File: config.mk
export PLATFORM = sky130hd
export DESIGN_NAME = acl_thresh_cfg_sequencer
export DESIGN_NICKNAME = d
export VERILOG_FILES = /design/src/rtl/acl_cfg_pkg.sv /design/src/rtl/cfg_timeout_counter.sv /design/src/rtl/acl_thresh_cfg_sequencer.sv
export SDC_FILE = /design/constraint.sdc
export NUM_CORES = 1
export LEC_CHECK = 0
export BUFFER_PORTS_ARGS = -buffer_cell sky130_fd_sc_hd__buf_2
export CORE_AREA = 2 2 106 108
export DETAILED_ROUTE_END_ITERATION = 10
export DIE_AREA = 0 0 108 110
export PLACE_DENSITY = 0.57
export REMOVE_ABC_BUFFERS = 1
export SLEW_MARGIN = 20
export SYNTH_ARGS = -nofsm -noshare
export SYNTH_HDL_FRONTEND = slang
export SYNTH_SLANG_ARGS = --single-unit
export TNS_END_PERCENT = 10
File: constraint.sdc
create_clock -name i_clk_20mhz -period 2.1 [get_ports i_clk_20mhz]
set_clock_uncertainty 0.05 [all_clocks]
set_input_delay 0.105 -clock i_clk_20mhz [delete_from_list [all_inputs] [get_ports i_clk_20mhz]]
set_output_delay 0.105 -clock i_clk_20mhz [all_outputs]
set_load 0.02 [all_outputs]
File: src/rtl/acl_cfg_pkg.sv
// Shared types for the ACL threshold/timer configuration sequencer: command codes,
// FSM states and counter widths.
package acl_cfg_pkg;

  typedef enum logic [1:0] {
    CMD_STOP      = 2'd0,
    CMD_WR_THRESH = 2'd1,
    CMD_WR_TIMER  = 2'd2,
    CMD_START     = 2'd3
  } t_acl_cmd;

  typedef enum logic [2:0] {
    ST_IDLE      = 3'd0,
    ST_ISSUE     = 3'd1,
    ST_WAIT_DONE = 3'd2,
    ST_ERROR     = 3'd3,
    ST_SETTLE    = 3'd4
  } t_cfgseq_state;

  localparam int TIMEOUT_CNT_W = 16;
  localparam int RETRY_CNT_W   = 3;

  // STOP and START carry no payload.
  function automatic logic [15:0] cmd_payload(input t_acl_cmd cmd,
                                              input logic [15:0] thresh,
                                              input logic [15:0] timer);
    case (cmd)
      CMD_WR_THRESH: return thresh;
      CMD_WR_TIMER:  return timer;
      default:       return 16'h0000;
    endcase
  endfunction

endpackage

File: src/rtl/cfg_timeout_counter.sv
// Up-counter with synchronous clear and enable; tc is high once the count equals TERM.
// The count saturates at TERM so a held enable never wraps back below the terminal value.
module cfg_timeout_counter #(
  parameter int CNT_W = 16,
  parameter int TERM  = 1
) (
  input  logic clk,
  input  logic rst_n,
  input  logic clr,
  input  logic en,
  output logic tc
);

  logic [CNT_W-1:0] cnt_q, cnt_d;

  assign tc = (cnt_q == CNT_W'(TERM));

  always_comb begin
    cnt_d = cnt_q;
    if (clr) begin
      cnt_d = '0;
    end else if (en && !tc) begin
      cnt_d = cnt_q + CNT_W'(1);
    end
  end

  always_ff @(posedge clk or negedge rst_n) begin
    if (!rst_n) begin
      cnt_q <= '0;
    end else begin
      cnt_q <= cnt_d;
    end
  end

endmodule

File: src/rtl/acl_thresh_cfg_sequencer.sv
// Replays STOP/WR_THRESH/WR_TIMER/START to the ACL driver whenever the preset changes; 9 cycles minimum
// per sequence, waits on i_cmd_ready indefinitely, retries on done timeout. THRPSET_SETTLE_EN adds input settling.
module acl_thresh_cfg_sequencer
  import acl_cfg_pkg::*;
#(
  parameter int parm_done_timeout = 20000,
  parameter int parm_max_retries  = 3
`ifdef THRPSET_SETTLE_EN
  ,
  parameter int parm_settle_cycles = 200000
`endif
) (
  input  logic        i_clk_20mhz,
  input  logic        i_rst_20mhz_n,
  input  logic [3:0]  i_value_enum,
  input  logic [15:0] i_value_thresh,
  input  logic [15:0] i_value_timer,
  output logic        o_cmd_valid,
  output logic [1:0]  o_cmd_code,
  output logic [15:0] o_cmd_data,
  input  logic        i_cmd_ready,
  input  logic        i_cmd_done,
  input  logic        i_err_clr,
  output logic        o_busy,
  output logic        o_err,
  output logic [3:0]  o_applied_enum
);

  t_cfgseq_state          state_q, state_d;
  t_acl_cmd               step_q, step_d;
  logic [RETRY_CNT_W-1:0] retry_q, retry_d;
  logic                   init_pend_q, init_pend_d;
  logic [3:0]             snap_enum_q, snap_enum_d;
  logic [15:0]            snap_thresh_q, snap_thresh_d;
  logic [15:0]            snap_timer_q, snap_timer_d;
  logic [3:0]             applied_q, applied_d;

  logic accept, trigger, take_snap;
  logic tmo_clr, tmo_en, tmo_tc;

  assign accept  = (state_q == ST_ISSUE) && i_cmd_ready;
  assign trigger = init_pend_q || (i_value_enum != applied_q);

  cfg_timeout_counter #(
    .CNT_W (TIMEOUT_CNT_W),
    .TERM  (parm_done_timeout - 1)
  ) u_done_tmo (
    .clk   (i_clk_20mhz),
    .rst_n (i_rst_20mhz_n),
    .clr   (tmo_clr),
    .en    (tmo_en),
    .tc    (tmo_tc)
  );

`ifdef THRPSET_SETTLE_EN
  localparam int SETTLE_CNT_W = 24;

  logic [3:0] enum_prev_q, enum_prev_d;
  logic       settle_clr, settle_en, settle_tc;

  assign enum_prev_d = i_value_enum;

  always_ff @(posedge i_clk_20mhz or negedge i_rst_20mhz_n) begin
    if (!i_rst_20mhz_n) begin
      enum_prev_q <= 4'd0;
    end else begin
      enum_prev_q <= enum_prev_d;
    end
  end

  cfg_timeout_counter #(
    .CNT_W (SETTLE_CNT_W),
    .TERM  (parm_settle_cycles - 1)
  ) u_settle_cnt (
    .clk   (i_clk_20mhz),
    .rst_n (i_rst_20mhz_n),
    .clr   (settle_clr),
    .en    (settle_en),
    .tc    (settle_tc)
  );
`endif

  always_comb begin
    state_d       = state_q;
    step_d        = step_q;
    retry_d       = retry_q;
    init_pend_d   = init_pend_q;
    applied_d     = applied_q;
    snap_enum_d   = snap_enum_q;
    snap_thresh_d = snap_thresh_q;
    snap_timer_d  = snap_timer_q;
    take_snap     = 1'b0;
    tmo_clr       = 1'b0;
    tmo_en        = 1'b0;
`ifdef THRPSET_SETTLE_EN
    settle_clr    = 1'b0;
    settle_en     = 1'b0;
`endif

    case (state_q)
      ST_IDLE: begin
        if (trigger) begin
`ifdef THRPSET_SETTLE_EN
          state_d    = ST_SETTLE;
          settle_clr = 1'b1;
`else
          take_snap  = 1'b1;
`endif
        end
      end
      ST_ISSUE: begin
        if (accept) begin
          tmo_clr = 1'b1;
          state_d = ST_WAIT_DONE;
        end
      end
      ST_WAIT_DONE: begin
        tmo_en = 1'b1;
        // A done landing on the terminal cycle still completes the command.
        if (i_cmd_done) begin
          retry_d = '0;
          if (step_q == CMD_START) begin
            applied_d = snap_enum_q;
            state_d   = ST_IDLE;
          end else begin
            step_d  = t_acl_cmd'(step_q + 2'd1);
            state_d = ST_ISSUE;
          end
        end else if (tmo_tc) begin
          if (retry_q < RETRY_CNT_W'(parm_max_retries)) begin
            retry_d = retry_q + RETRY_CNT_W'(1);
            state_d = ST_ISSUE;
          end else begin
            state_d = ST_ERROR;
          end
        end
      end
      ST_ERROR: begin
        if (i_err_clr) begin
          init_pend_d = 1'b1;
          retry_d     = '0;
          state_d     = ST_IDLE;
        end
      end
`ifdef THRPSET_SETTLE_EN
      ST_SETTLE: begin
        settle_en = 1'b1;
        if (!init_pend_q && (i_value_enum == applied_q)) begin
          state_d = ST_IDLE;
        end else if (i_value_enum != enum_prev_q) begin
          settle_clr = 1'b1;
        end else if (settle_tc) begin
          take_snap = 1'b1;
        end
      end
`endif
      default: state_d = ST_IDLE;
    endcase

    if (take_snap) begin
      snap_enum_d   = i_value_enum;
      snap_thresh_d = i_value_thresh;
      snap_timer_d  = i_value_timer;
      init_pend_d   = 1'b0;
      retry_d       = '0;
      step_d        = CMD_STOP;
      state_d       = ST_ISSUE;
    end
  end

  always_ff @(posedge i_clk_20mhz or negedge i_rst_20mhz_n) begin
    if (!i_rst_20mhz_n) begin
      state_q       <= ST_IDLE;
      step_q        <= CMD_STOP;
      retry_q       <= '0;
      init_pend_q   <= 1'b1;
      snap_enum_q   <= 4'd0;
      snap_thresh_q <= 16'h0000;
      snap_timer_q  <= 16'h0000;
      applied_q     <= 4'd0;
    end else begin
      state_q       <= state_d;
      step_q        <= step_d;
      retry_q       <= retry_d;
      init_pend_q   <= init_pend_d;
      snap_enum_q   <= snap_enum_d;
      snap_thresh_q <= snap_thresh_d;
      snap_timer_q  <= snap_timer_d;
      applied_q     <= applied_d;
    end
  end

  // Code and data follow the step and snapshot, so they cannot move while valid waits on ready.
  assign o_cmd_valid    = (state_q == ST_ISSUE);
  assign o_cmd_code     = step_q;
  assign o_cmd_data     = cmd_payload(step_q, snap_thresh_q, snap_timer_q);
  assign o_busy         = (state_q != ST_IDLE);
  assign o_err          = (state_q == ST_ERROR);
  assign o_applied_enum = applied_q;

endmodule

==> impl_results.rst, run 1 <==
.. list-table::
   :header-rows: 1

   * - Metric
     - Value
   * - Outcome
     - finished, violations left
   * - Violated checks
     - setup timing
   * - Vias after detailed routing
     - 2667
   * - Last weighted congestion value of the routability-driven placer
     - 0.805
   * - Port-buffer cells
     - 65
   * - Post-synthesis adder-cell area fraction
     - 3.54%
   * - Later-pin clock latency in the skew report
     - 350 ps
   * - Initial cell density of the core
     - 29.7%
   * - Part of the Yosys area used for sequential elements
     - 50.4%
   * - Final Core Density
     - 42.7%
   * - Pin count of the biggest net entering global routing
     - 31
   * - Arrival @ worst endpoint
     - 2380 ps
   * - Wire length per cell after detailed routing
     - 14.0 µm
   * - Number of H-tree levels
     - 3
   * - Antenna violations before repair
     - 0
   * - Placed cell count
     - 508
   * - Tcrit/Tclk final
     - 104%
   * - Unrepaired setup endpoints after global routing
     - true
   * - Fraction of layout cells with a size suffix above 1
     - 36.0%
   * - Max Root-Sink Buffers
     - 2
   * - Cell-internal power
     - 3.26 mW
   * - Number of instances in the synthesized netlist
     - 286
   * - Number of flops mapped to enable cells by yosys
     - 0
   * - Detailed router's first-iteration violation count
     - 90
   * - Pwr/cell area
     - 1060 nW/µm²
   * - Setup TNS
     - -75.0 ps
   * - Overall power of the completed layout
     - 4.83 mW
   * - GR Util All Layers
     - 14.4%
   * - TritonCTS clock tree
     - built
   * - Number of vias per cell after detailed routing
     - 4.72
   * - Kind of end point of the critical path
     - register
   * - Worst Hold Class
     - in2async
   * - Flop2flop setup slack
     - -70 ps
   * - Std-Cell Core Area
     - 10700 µm²
   * - Final net count
     - 470
   * - XOR/XNOR Fraction of Synth Area
     - 2.48%
   * - Pin slew with the least headroom to its limit
     - 432 ps
   * - Clock network fraction of total power
     - 27.1%
   * - Number of placed I/O pins
     - 66
   * - Post-synthesis simple-gate area fraction
     - 14.2%
   * - Width of the die
     - 108 µm
   * - Wire length of the first global-routing pass
     - 13400 µm
   * - Required @ worst endpoint
     - 2310 ps
   * - Upper clock frequency limit
     - 460 MHz
   * - Sequential Power Share
     - 39.2%
   * - Switching power
     - 1.56 mW
   * - Aggregate routed wire length
     - 7890 µm
   * - Global route total overflow
     - 0
   * - Inserted Clock Buffers
     - 9
   * - Most used DFF post-synth
     - dfrtp_1
   * - Layout Area Growth over Synthesis
     - 43.7%
   * - Static leakage
     - 2.05 nW
   * - Via count of the first global-routing pass
     - 2758
   * - Final cell count without fillers
     - 565
   * - Cell variety after synth
     - 46
   * - Average footprint of a synthesized cell
     - 11.1 µm²
   * - Clk sink count
     - 64
   * - Root Buffer Master
     - clkbuf_8
   * - Max IR drop VDD
     - 0.794 mV
   * - Portion of total power attributed to combinational logic
     - 33.7%
   * - Critical path peak fanout
     - 2
   * - Compound-cell area share of the yosys netlist
     - 12.5%
   * - #FFs+latches synth
     - 64
   * - Share of async-settable or async-resettable flops after synthesis
     - 100%
   * - Worst setup timing slack at the placement stage
     - -65.5 ps
   * - Number of failing hold endpoints at the final stage
     - 0
   * - Reg clk slew, reported paths
     - 80 ps
   * - Synthesis warning total
     - 0
   * - Pins Over Slew Limit
     - 0
   * - Area occupied by registers
     - 1600 µm²
   * - Detailed-routing iteration count for the pre-antenna-repair pass
     - 6
   * - Relative slew margins
     - 71.2%
   * - Worst setup path category
     - reg2reg
   * - Worst path setup slack after routing
     - -75.0 ps
   * - Crit start category
     - register
   * - Proportion of synthesized area in mux cells
     - 14.2%
   * - Full die area
     - 11900 µm²
   * - Count of final setup violators
     - 1
   * - Post-detailed-route count of antenna-violating nets
     - 0
   * - Dpl hpwl
     - 5480 µm
   * - Vertical die dimension
     - 110 µm
   * - Final-layout fill cell count
     - 1029
   * - Time the final worst path needs with I/O delays and setup
     - 2170 ps
   * - Remaining routing DRC violations
     - 0
   * - Netlist area before placement
     - 3180 µm²
   * - Number of antenna cells inserted
     - 0
   * - Switching portion of total power
     - 32.4%
   * - Multi-input gate area
     - 1530 µm²
   * - Standard-cell row count
     - 38
   * - Combinational family with the most area after synthesis
     - simple AND/OR/NAND/NOR gates
   * - Count of maximum capacitance violations
     - 0
==> flip-flops by register name, indices dropped and copies added (netlist names) <==
name,cells
u_done_tmo.cnt_q,16
o_applied_enum,4
o_cmd_code,2
snap_timer_q,16
snap_enum_q,4
init_pend_q,1
snap_thresh_q,16
retry_q,3
state_q,2
==> critical path: stages, from the launching register on <==
cell and delay [ps]:
dfrtp_1 380, or4bb_1 550, o41a_1 460, or4_1 420, a221oi_2 220
==> layout by cell type, fill, tap and decap left out, types with 2 or more instances in the layout <==
| cell type | count |
|---|---|
| bufinv_16 | 3 |
| a21oi_2 | 2 |
| o21ai_0 | 3 |
| mux2_1 | 11 |
| and2_1 | 2 |
| nand2_1 | 12 |
| mux2_2 | 29 |
| a22oi_1 | 16 |
| or3_1 | 6 |
| o21ai_1 | 4 |
| inv_1 | 9 |
| dlygate4sd3_1 | 39 |
| buf_12 | 2 |
| nand3_1 | 6 |
| nand2b_1 | 4 |
| buf_2 | 65 |
| xnor2_1 | 6 |
| nand4_1 | 5 |
| ha_1 | 9 |
| xor2_1 | 3 |
| nor2_1 | 32 |
| a21oi_1 | 12 |
| and4_1 | 4 |
| and3_1 | 4 |
| o31ai_1 | 3 |
| dfrtp_1 | 63 |
| clkbuf_8 | 9 |
| a31oi_1 | 2 |
| clkinv_4 | 2 |
| a31o_1 | 2 |
| buf_4 | 31 |
| or4_1 | 3 |
==> kinds of logic (layout without fill, tap and decap cells) <==
family                   Yosys count  after routing
XOR/XNOR                           9              9
flip-flops                        64             64
AND/OR/NAND/NOR                   85             85
adder cells (fa/ha/maj)            9              9
buffers and inverters             23            162
AO/OA/AOI/OAI                     56             56
multiplexers                      40             40
==> layer usage <==
metal	routed length, µm	global-route usage (%)	vias up
li1	-	-	1317
met1	3580	18.0	1279
met2	3780	23.7	60
met3	406	3.76	11
met4	129	6.41	0
met5	0	0	-
==> synthesized netlist by cell type, types with 2 or more instances <==
| cell | n | area [µm²] |
|---|---|---|
| a21oi_1 | 14 | 70.1 |
| a22oi_1 | 16 | 120 |
| a31o_1 | 2 | 17.5 |
| a31oi_1 | 2 | 12.5 |
| and2_1 | 2 | 12.5 |
| and3_1 | 4 | 25.0 |
| and4_1 | 4 | 35.0 |
| clkbuf_1 | 13 | 48.8 |
| dfrtp_1 | 63 | 1580 |
| ha_1 | 9 | 113 |
| inv_1 | 9 | 33.8 |
| mux2_1 | 11 | 124 |
| mux2_2 | 29 | 327 |
| nand2_1 | 12 | 45.0 |
| nand2b_1 | 4 | 25.0 |
| nand3_1 | 6 | 30.0 |
| nand4_1 | 5 | 31.3 |
| nor2_1 | 32 | 120 |
| o21ai_0 | 3 | 15.0 |
| o21ai_1 | 4 | 20.0 |
| o31ai_1 | 3 | 22.5 |
| or3_1 | 6 | 37.5 |
| or4_1 | 3 | 22.5 |
| xnor2_1 | 6 | 52.6 |
| xor2_1 | 3 | 26.3 |
==> layout make-up <==
class                   count  area share, %
clock inverters             7           2.63
clock buffers               9           2.71
inverters                   9          0.739
flip-flops and latches     64           35.1
repair buffers            137           21.6
well taps                 140           3.83
multi-input cells         199           33.4
==> power by group through the flow <==
stage	registers, mW	logic [mW]	clock network [mW]
floorplan	1.86	1.10	0
global placement	1.89	1.54	0
detailed placement	1.92	1.58	0
CTS	1.89	1.64	1.34
global route	1.95	1.79	1.38
finish	1.89	1.62	1.31
==> per-stage QoR <==
stage	hold slack [ps]	cell area (µm²)
final	134	4570
after global routing	159	4570
after CTS	128	4550
after detailed placement	-23.4	3910
after global placement	-29.0	3910
after floorplan	-241	3130
==> final timing paths <==
kind | cells after the start | to | start
max | 4 | retry_q[0]$_DFFE_PN0P_ | u_done_tmo.cnt_q[13]$_DFFE_PN0P_
min | 2 | snap_timer_q[15]$_DFFE_PN0N_ | i_rst_20mhz_n
max reg2reg | 4 | retry_q[0]$_DFFE_PN0P_ | u_done_tmo.cnt_q[13]$_DFFE_PN0P_
min reg2reg | 1 | snap_timer_q[12]$_DFFE_PN0N_ | snap_timer_q[12]$_DFFE_PN0N_
max in group asynchronous | 3 | snap_enum_q[1]$_DFFE_PN0N_ | i_rst_20mhz_n
min in group i_clk_20mhz | 3 | u_done_tmo.cnt_q[11]$_DFFE_PN0P_ | i_cmd_ready
==> what timing repair did <==
| item | CTS | global route |
|---|---|---|
| hold buffers | 39 | 0 |
| endpoints found under the setup margin | 1 | 10 |
| resized for setup | 0 | 3 |
| hold endpoints to repair | 101 | 0 |
| pin swaps | 2 | 2 |
| setup buffers | 1 | 1 |
No activity file was read; power rests on OpenSTA's default activity.
==> inputs of run 2 (changes only) <==
- REMOVE_ABC_BUFFERS: 1 -> unset
==> run 2 against run 1 <==
  * Via count increased by 0.56%
  * The run still ends with setup timing left
  * Cell area fell by 2.9%
  * Hold slack better by 120 ps
  * Combinational power barely moved
  * Global-route usage shrank 0.20 points
  * Power shrank 7.5%
  * Setup slack better by 51 ps
  * Sequential power about the same
  * Sequential share of layout area rose by 1.0 points
  * Clock-buffer cell count increased by 3
  * Register-to-register slack improved by 50 ps
==> impl_results.rst, run 2 (synthesis gave the netlist of run 1 again) <==
.. list-table::
   :header-rows: 1

   * - Metric
     - Value
   * - Outcome
     - finished, violations left
   * - Violated checks
     - setup timing
   * - Width of the die
     - 108 µm (unchanged)
   * - Layout Area Growth over Synthesis
     - 39.5%
   * - Number of nets in the synthesized netlist
     - 336
   * - Detailed router's first-iteration violation count
     - 118 (+31%)
   * - Flop2flop setup slack
     - -20 ps (+50 ps)
   * - TritonCTS clock tree
     - built
   * - Std-Cell Core Area
     - 10700 µm² (unchanged)
   * - Pins Over Slew Limit
     - 0 (unchanged)
   * - Switching power
     - 1.52 mW (-2.6%)
   * - Root Buffer Master
     - clkbuf_8
   * - Max Root-Sink Buffers
     - 2 (unchanged)
   * - Worst path setup slack after routing
     - -24.5 ps (+50.5 ps)
   * - Final-layout fill cell count
     - 1015 (-1.4%)
   * - Clk sink count
     - 64 (unchanged)
   * - Via count of the first global-routing pass
     - 2839 (+2.9%)
   * - Global route total overflow
     - 0 (unchanged)
   * - Longest individual stage delay on the worst path
     - 550 ps (about the same)
   * - Worst setup path category
     - reg2reg
   * - Clock network fraction of total power
     - 21.4% (-5.7 points)
   * - Pin slew with the least headroom to its limit
     - 560 ps (+128 ps)
   * - Number of placed I/O pins
     - 66 (unchanged)
   * - Antenna violations before repair
     - 0 (unchanged)
   * - Final net count
     - 462 (-1.7%)
   * - Largest registers
     - snap_thresh_q x16, snap_timer_q x16, u_done_tmo.cnt_q x16
   * - Remaining routing DRC violations
     - 0 (unchanged)
   * - Last weighted congestion value of the routability-driven placer
     - 0.749 (-7.0%)
   * - Fraction of layout cells with a size suffix above 1
     - 34.4% (-1.6 points)
   * - Most common library cell in the layout ignoring fill and taps
     - buf_2
   * - Cell-internal power
     - 2.94 mW (-9.9%)
   * - Relative slew margins
     - 62.7% (-8.5 points)
   * - Number of vias per cell after detailed routing
     - 4.82 (+2.2%)
   * - Cell Chain, Critical Path
     - or4b_4 -> o41a_1 -> or4_4 -> a221oi_2
   * - Worst-case reg-to-reg path depth
     - 4 (unchanged)
   * - Reg clk slew, reported paths
     - 70 ps (about the same)
   * - Wire length of the first global-routing pass
     - 13200 µm (-1.3%)
   * - Switching portion of total power
     - 34.1% (+1.7 points)
   * - Later-pin clock latency in the skew report
     - 340 ps (about the same)
   * - Standard-cell row count
     - 38 (unchanged)
   * - Vias after detailed routing
     - 2682 (+0.56%)
   * - Pwr/cell area
     - 1010 nW/µm² (-4.8%)
   * - Max IR drop VDD
     - 0.572 mV (-28%)
   * - Port-buffer cells
     - 65 (unchanged)
   * - Dpl hpwl
     - 5230 µm (-4.6%)
   * - Critical path peak fanout
     - 2 (unchanged)
   * - Initial cell density of the core
     - 29.7% (unchanged)
   * - Number of antenna cells inserted
     - 0 (unchanged)
   * - Worst Hold Margin
     - 257 ps (+123 ps)
   * - Number of H-tree levels
     - 3 (unchanged)
   * - Detailed-routing iteration count for the pre-antenna-repair pass
     - 4 (-2)
   * - Number of failing hold endpoints at the final stage
     - 0 (unchanged)
   * - Tcrit/Tclk final
     - 101% (-2.4 points)
   * - Sequential Power Share
     - 42.8% (+3.6 points)
   * - Unrepaired setup endpoints after global routing
     - true
   * - Final Core Density
     - 41.5% (-1.2 points)
   * - Startpoint of the lowest-slack register-to-register path
     - u_done_tmo.cnt_q[5]$_DFFE_PN0P_
   * - Standard cell with the maximum stage delay on the critical path
     - or4b_4
   * - Wire length per cell after detailed routing
     - 14.1 µm (+0.64%)
   * - Worst Hold Class
     - in2async
   * - Pin count of the biggest net entering global routing
     - 43 (+39%)
   * - Kind of end point of the critical path
     - register
   * - Portion of total power attributed to combinational logic
     - 35.9% (+2.2 points)
   * - Required @ worst endpoint
     - 2300 ps (about the same)
   * - Crit start category
     - register
   * - Worst R2R End
     - retry_q[0]$_DFFE_PN0P_
   * - Aggregate routed wire length
     - 7820 µm (-0.96%)
   * - Inserted Clock Buffers
     - 9 (unchanged)
   * - Arrival @ worst endpoint
     - 2320 ps (-60 ps)
   * - Count of maximum capacitance violations
     - 0 (unchanged)
   * - Time the final worst path needs with I/O delays and setup
     - 2120 ps (-50.5 ps)
   * - Worst setup timing slack at the placement stage
     - -37.7 ps (+27.7 ps)
   * - Static leakage
     - 1.98 nW (-3.6%)
   * - Overall power of the completed layout
     - 4.46 mW (-7.5%)
   * - Upper clock frequency limit
     - 471 MHz (+2.4%)
   * - Count of final setup violators
     - 1 (unchanged)
   * - Most used cells in the layout excluding fill and tap cells
     - 65 x buf_2, 63 x dfrtp_1, 39 x dlygate4sd3_1, 32 x nor2_1, 29 x mux2_2
   * - GR Util All Layers
     - 14.2% (-0.20 points)
   * - Post-CTS Repair Setup Buffers
     - 0 (-1)
   * - Post-detailed-route count of antenna-violating nets
     - 0 (unchanged)
   * - Full die area
     - 11900 µm² (unchanged)
   * - Vertical die dimension
     - 110 µm (unchanged)
==> run 2: critical path, delay by kind of cell (launching register included) <==
kind	cells	cell delay, ps
AOI/OAI and AO/OA	2	650
DFF	1	370
and+or+nand+nor	2	970
==> run 2: area by class of cell <==
| cell class | instances | area, µm² | area share, % |
|---|---|---|---|
| Clock buffer | 12 | 155 | 3.49 |
| Sequential cell | 64 | 1600 | 36.1 |
| Inverter | 9 | 33.8 | 0.761 |
| Clock inverter | 3 | 17.5 | 0.395 |
| Multi-Input combinational cell | 199 | 1530 | 34.4 |
| Tap cell | 140 | 175 | 3.95 |
| Timing Repair Buffer | 129 | 928 | 20.9 |
==> run 2: how the worst max path moves through the flow <==
stage	from	end
global route	u_done_tmo.cnt_q[7]$_DFFE_PN0P_	retry_q[0]$_DFFE_PN0P_
CTS	u_done_tmo.cnt_q[5]$_DFFE_PN0P_	retry_q[0]$_DFFE_PN0P_
detailed placement	u_done_tmo.cnt_q[7]$_DFFE_PN0P_	retry_q[0]$_DFFE_PN0P_
finish	u_done_tmo.cnt_q[5]$_DFFE_PN0P_	retry_q[0]$_DFFE_PN0P_
global placement	u_done_tmo.cnt_q[7]$_DFFE_PN0P_	retry_q[0]$_DFFE_PN0P_
floorplan	u_done_tmo.cnt_q[5]$_DFFE_PN0P_	retry_q[0]$_DFFE_PN0P_
==> run 2: stage by stage <==
| stage | setup TNS [ps] | cells | area (µm²) |
|---|---|---|---|
| 4_1_cts | -35.0 | 556 | 4420 |
| 3_5_place_dp | -37.7 | 502 | 3860 |
| 3_3_place_gp | 0 | 502 | 3860 |
| 2_1_floorplan | -144 | 286 | 3190 |
| 5_1_grt | -72.8 | 556 | 4440 |
| 6_report | -24.5 | 556 | 4440 |
==> run 2: power by group through the flow <==
stage | clock network (mW) | registers [mW] | logic (mW)
4_1_cts | 0.987 | 1.90 | 1.61
3_3_place_gp | 0 | 1.90 | 1.51
6_report | 0.953 | 1.91 | 1.60
2_1_floorplan | 0 | 1.86 | 1.09
3_5_place_dp | 0 | 1.93 | 1.55
5_1_grt | 1.05 | 1.96 | 1.75
==> run 2: timing repair <==
item / CTS / global route
hold buffers: 39 / 0
pin swaps: 1 / 0
cloned: 0 / 0
resized for setup: 0 / 3
endpoints found under the setup margin: 2 / 7
endpoints found under the hold margin: 60 / 0
==> run 2: per-layer routing <==
layer | up-vias | routed length, µm | track usage [%]
met1 | 1315 | 3430 | 16.9
met2 | 65 | 3830 | 24.5
li1 | 1294 | - | -
met4 | 0 | 95 | 4.58
met5 | - | 0 | 0
met3 | 8 | 467 | 4.59
==> inputs of run 3 (changes only) <==
- CORE_AREA: 2 2 106 108 -> 2 2 84 86
- DIE_AREA: 0 0 108 110 -> 0 0 86 88
- PLACE_DENSITY: 0.57 -> 0.81
==> run 3 against run 2 <==
  * The flow still finishes with violations (setup timing)
  * Sequential share of layout area up 0.30 points
  * Setup slack worse by 8.7 ps
  * Sequential power about the same
  * Sequential cell count is the same
  * Cell area fell by 0.82%
  * Global-route usage grew 8.3 points
  * Non-clock buffer count is 2 lower
==> impl_results.rst, run 3 (synthesis gave the netlist of run 1 again) <==
.. list-table::
   :header-rows: 1

   * - Metric
     - Value
   * - Reg clk slew, reported paths
     - 70 ps (about the same)
   * - Startpoint of the lowest-slack register-to-register path
     - u_done_tmo.cnt_q[12]$_DFFE_PN0P_
   * - Initial cell density of the core
     - 47.9% (+18 points)
   * - Detailed-routing iteration count for the pre-antenna-repair pass
     - 4 (unchanged)
   * - Standard-cell row count
     - 30 (-21%)
   * - WP buf/inv
     - 0 (unchanged)
   * - Fraction of layout cells with a size suffix above 1
     - 34.2% (-0.16 points)
   * - Wire length of the first global-routing pass
     - 13300 µm (+0.20%)
   * - Number of placed I/O pins
     - 66 (unchanged)
   * - Violated checks
     - setup timing
   * - Vertical die dimension
     - 88 µm (-20%)
   * - Number of vias per cell after detailed routing
     - 5.56 (+15%)
   * - DR WL met3
     - 329 µm (-30%)
   * - Worst Hold Class
     - in2async
   * - Relative slew margins
     - 71.7% (+9.0 points)
   * - Highest metal used
     - met4
   * - Crit start category
     - register
   * - Cell type group with the largest total delay on the critical path
     - simple AND/OR/NAND/NOR gates
   * - Later-pin clock latency in the skew report
     - 340 ps (about the same)
   * - Largest registers
     - snap_thresh_q x16, snap_timer_q x16, u_done_tmo.cnt_q x16
   * - Launch point of the critical path
     - u_done_tmo.cnt_q[12]$_DFFE_PN0P_
   * - Number of antenna cells inserted
     - 0 (unchanged)
   * - Kind of end point of the critical path
     - register
   * - Final cell count without fillers
     - 495 (-11%)
   * - Dpl hpwl
     - 4810 µm (-7.9%)
   * - Outcome
     - finished, violations left
   * - Pins Over Slew Limit
     - 0 (unchanged)
   * - Via count of the first global-routing pass
     - 2799 (-1.4%)
   * - Max IR drop VDD
     - 0.905 mV (+58%)
   * - Std-Cell Core Area
     - 6640 µm² (-38%)
   * - Vias after detailed routing
     - 2754 (+2.7%)
   * - Detailed router's first-iteration violation count
     - 141 (+19%)
   * - Detailed-routing wirelength on met1
     - 3380 µm (-1.3%)
   * - Global route total overflow
     - 0 (unchanged)
   * - Static leakage
     - 2.00 nW (+1.1%)
   * - Width of the die
     - 86 µm (-20%)
   * - Final net count
     - 460 (-0.43%)
   * - Longest individual stage delay on the worst path
     - 540 ps (about the same)
   * - TritonCTS clock tree
     - built
   * - Final-layout fill cell count
     - 426 (-58%)
   * - Count of final setup violators
     - 1 (unchanged)
   * - Pin slew with the least headroom to its limit
     - 424 ps (-136 ps)
   * - Required @ worst endpoint
     - 2300 ps (about the same)
   * - Layout Area Growth over Synthesis
     - 38.4%
   * - Overall power of the completed layout
     - 4.73 mW (+6.1%)
   * - Tcrit/Tclk final
     - 102% (+0.41 points)
   * - Upper clock frequency limit
     - 469 MHz (-0.41%)
   * - Unrepaired setup endpoints after global routing
     - true
   * - Post-CTS Repair Setup Buffers
     - 0 (unchanged)
   * - Most common library cell in the layout ignoring fill and taps
     - buf_2
   * - Worst setup timing slack at the placement stage
     - -34.0 ps (+3.70 ps)
   * - Number of H-tree levels
     - 3 (unchanged)
   * - Count of maximum capacitance violations
     - 0 (unchanged)
   * - Most used cells in the layout excluding fill and tap cells
     - 65 x buf_2, 63 x dfrtp_1, 39 x dlygate4sd3_1, 32 x nor2_1, 29 x mux2_2
   * - GR Util All Layers
     - 22.5% (+8.3 points)
   * - Full die area
     - 7570 µm² (-36%)
   * - Critical path peak fanout
     - 2 (unchanged)
   * - Arrival @ worst endpoint
     - 2330 ps (about the same)
   * - Remaining routing DRC violations
     - 0 (unchanged)
   * - Root Buffer Master
     - clkbuf_8
   * - Post-detailed-route count of antenna-violating nets
     - 0 (unchanged)
   * - Last weighted congestion value of the routability-driven placer
     - 0.841 (+12%)
   * - Wire length per cell after detailed routing
     - 16.3 µm (+16%)
   * - Pwr/cell area
     - 1080 nW/µm² (+7.0%)
   * - Worst path setup slack after routing
     - -33.1 ps (-8.66 ps)
   * - Placed cell count
     - 440 (-12%)
   * - Final Core Density
     - 66.3% (+25 points)
   * - Aggregate routed wire length
     - 8090 µm (+3.5%)
   * - Max Root-Sink Buffers
     - 2 (unchanged)
   * - Worst setup path category
     - reg2reg
   * - Number of nets in the synthesized netlist
     - 336 (unchanged)
   * - Number of failing hold endpoints at the final stage
     - 0 (unchanged)
   * - Standard cell with the maximum stage delay on the critical path
     - or4bb_1
   * - Multi-input gate area
     - 1520 µm² (-0.25%)
   * - Pin count of the biggest net entering global routing
     - 65 (+51%)
   * - Clk sink count
     - 64 (unchanged)
   * - Inserted Clock Buffers
     - 9 (unchanged)
   * - Port-buffer cells
     - 65 (unchanged)
   * - Cell Chain, Critical Path
     - or4bb_1 -> o41a_1 -> or4_1 -> a221oi_2
   * - Area occupied by registers
     - 1600 µm² (unchanged)
   * - Antenna violations before repair
     - 0 (unchanged)
   * - Sum of met2 wire segment lengths after detailed routing
     - 4220 µm (+10%)
   * - Time the final worst path needs with I/O delays and setup
     - 2130 ps (+8.66 ps)
==> run 3: changes by cell type in the layout (fill, tap and decap cells not counted), sizes merged <==
| cell | before | now |
|---|---|---|
| clkinv | 2 | 3 |
| buf | 90 | 88 |
| clkinvlp | 1 | 0 |
| clkbuf | 12 | 11 |
| bufinv | 0 | 2 |
==> run 3: layer usage <==
| metal | GRT usage (%) | up-vias |
|---|---|---|
| li1 | - | 1291 |
| met1 | 27.5 | 1364 |
| met2 | 39.1 | 81 |
| met3 | 4.05 | 18 |
| met4 | 10.1 | 0 |
| met5 | 0 | - |
==> run 3: final timing paths <==
| path | endpoint | slack (ps) | depth (start not counted) |
|---|---|---|---|
| worst max-delay path | retry_q[0]$_DFFE_PN0P_ | -30 | 4 |
| worst min-delay path | u_done_tmo.cnt_q[8]$_DFFE_PN0P_ | 250 | 3 |
| worst max register to register | retry_q[0]$_DFFE_PN0P_ | -30 | 4 |
| worst min register to register | snap_timer_q[12]$_DFFE_PN0N_ | 450 | 1 |
| max in group asynchronous | init_pend_q$_DFFE_PN1P_ | 1440 | 3 |
| min in group i_clk_20mhz | u_done_tmo.cnt_q[0]$_DFFE_PN0P_ | 310 | 3 |
==> run 3: area by class of cell <==
class	count	area share, %
Tap cell	80	2.27
Sequential cell	64	36.4
Clock inverter	5	1.79
Inverter	9	0.767
Multi-Input combinational cell	199	34.6
Timing Repair Buffer	127	20.7
Clock buffer	11	3.44
==> run 3: repair_timing <==
action	CTS	global route
setup endpoints to repair	1	7
pin swaps	0	1
hold buffers	39	0
endpoints found under the hold margin	101	0
gates resized for setup	0	2
==> run 3: worst min-delay path: stages <==
cell,delay (ps)
dlygate4sd3_1,520
buf_2,120
buf_12,290
==> run 3: metrics by stage <==
| step | hold WS, ps | area (µm²) | TNS, ps |
|---|---|---|---|
| after floorplan | -241 | 3190 | -144 |
| after global placement | 98.0 | 3770 | 0 |
| after detailed placement | 97.3 | 3770 | -34.0 |
| after CTS | 270 | 4390 | -54.1 |
| after global routing | 294 | 4400 | -98.2 |
| final | 247 | 4400 | -33.1 |
==> run 3: report_power, final <==
part	switching, mW	internal, mW	total [mW]
clock network	0.476	0.731	1.21
registers	0.273	1.65	1.93
logic	0.814	0.787	1.60
total	1.56	3.17	4.73
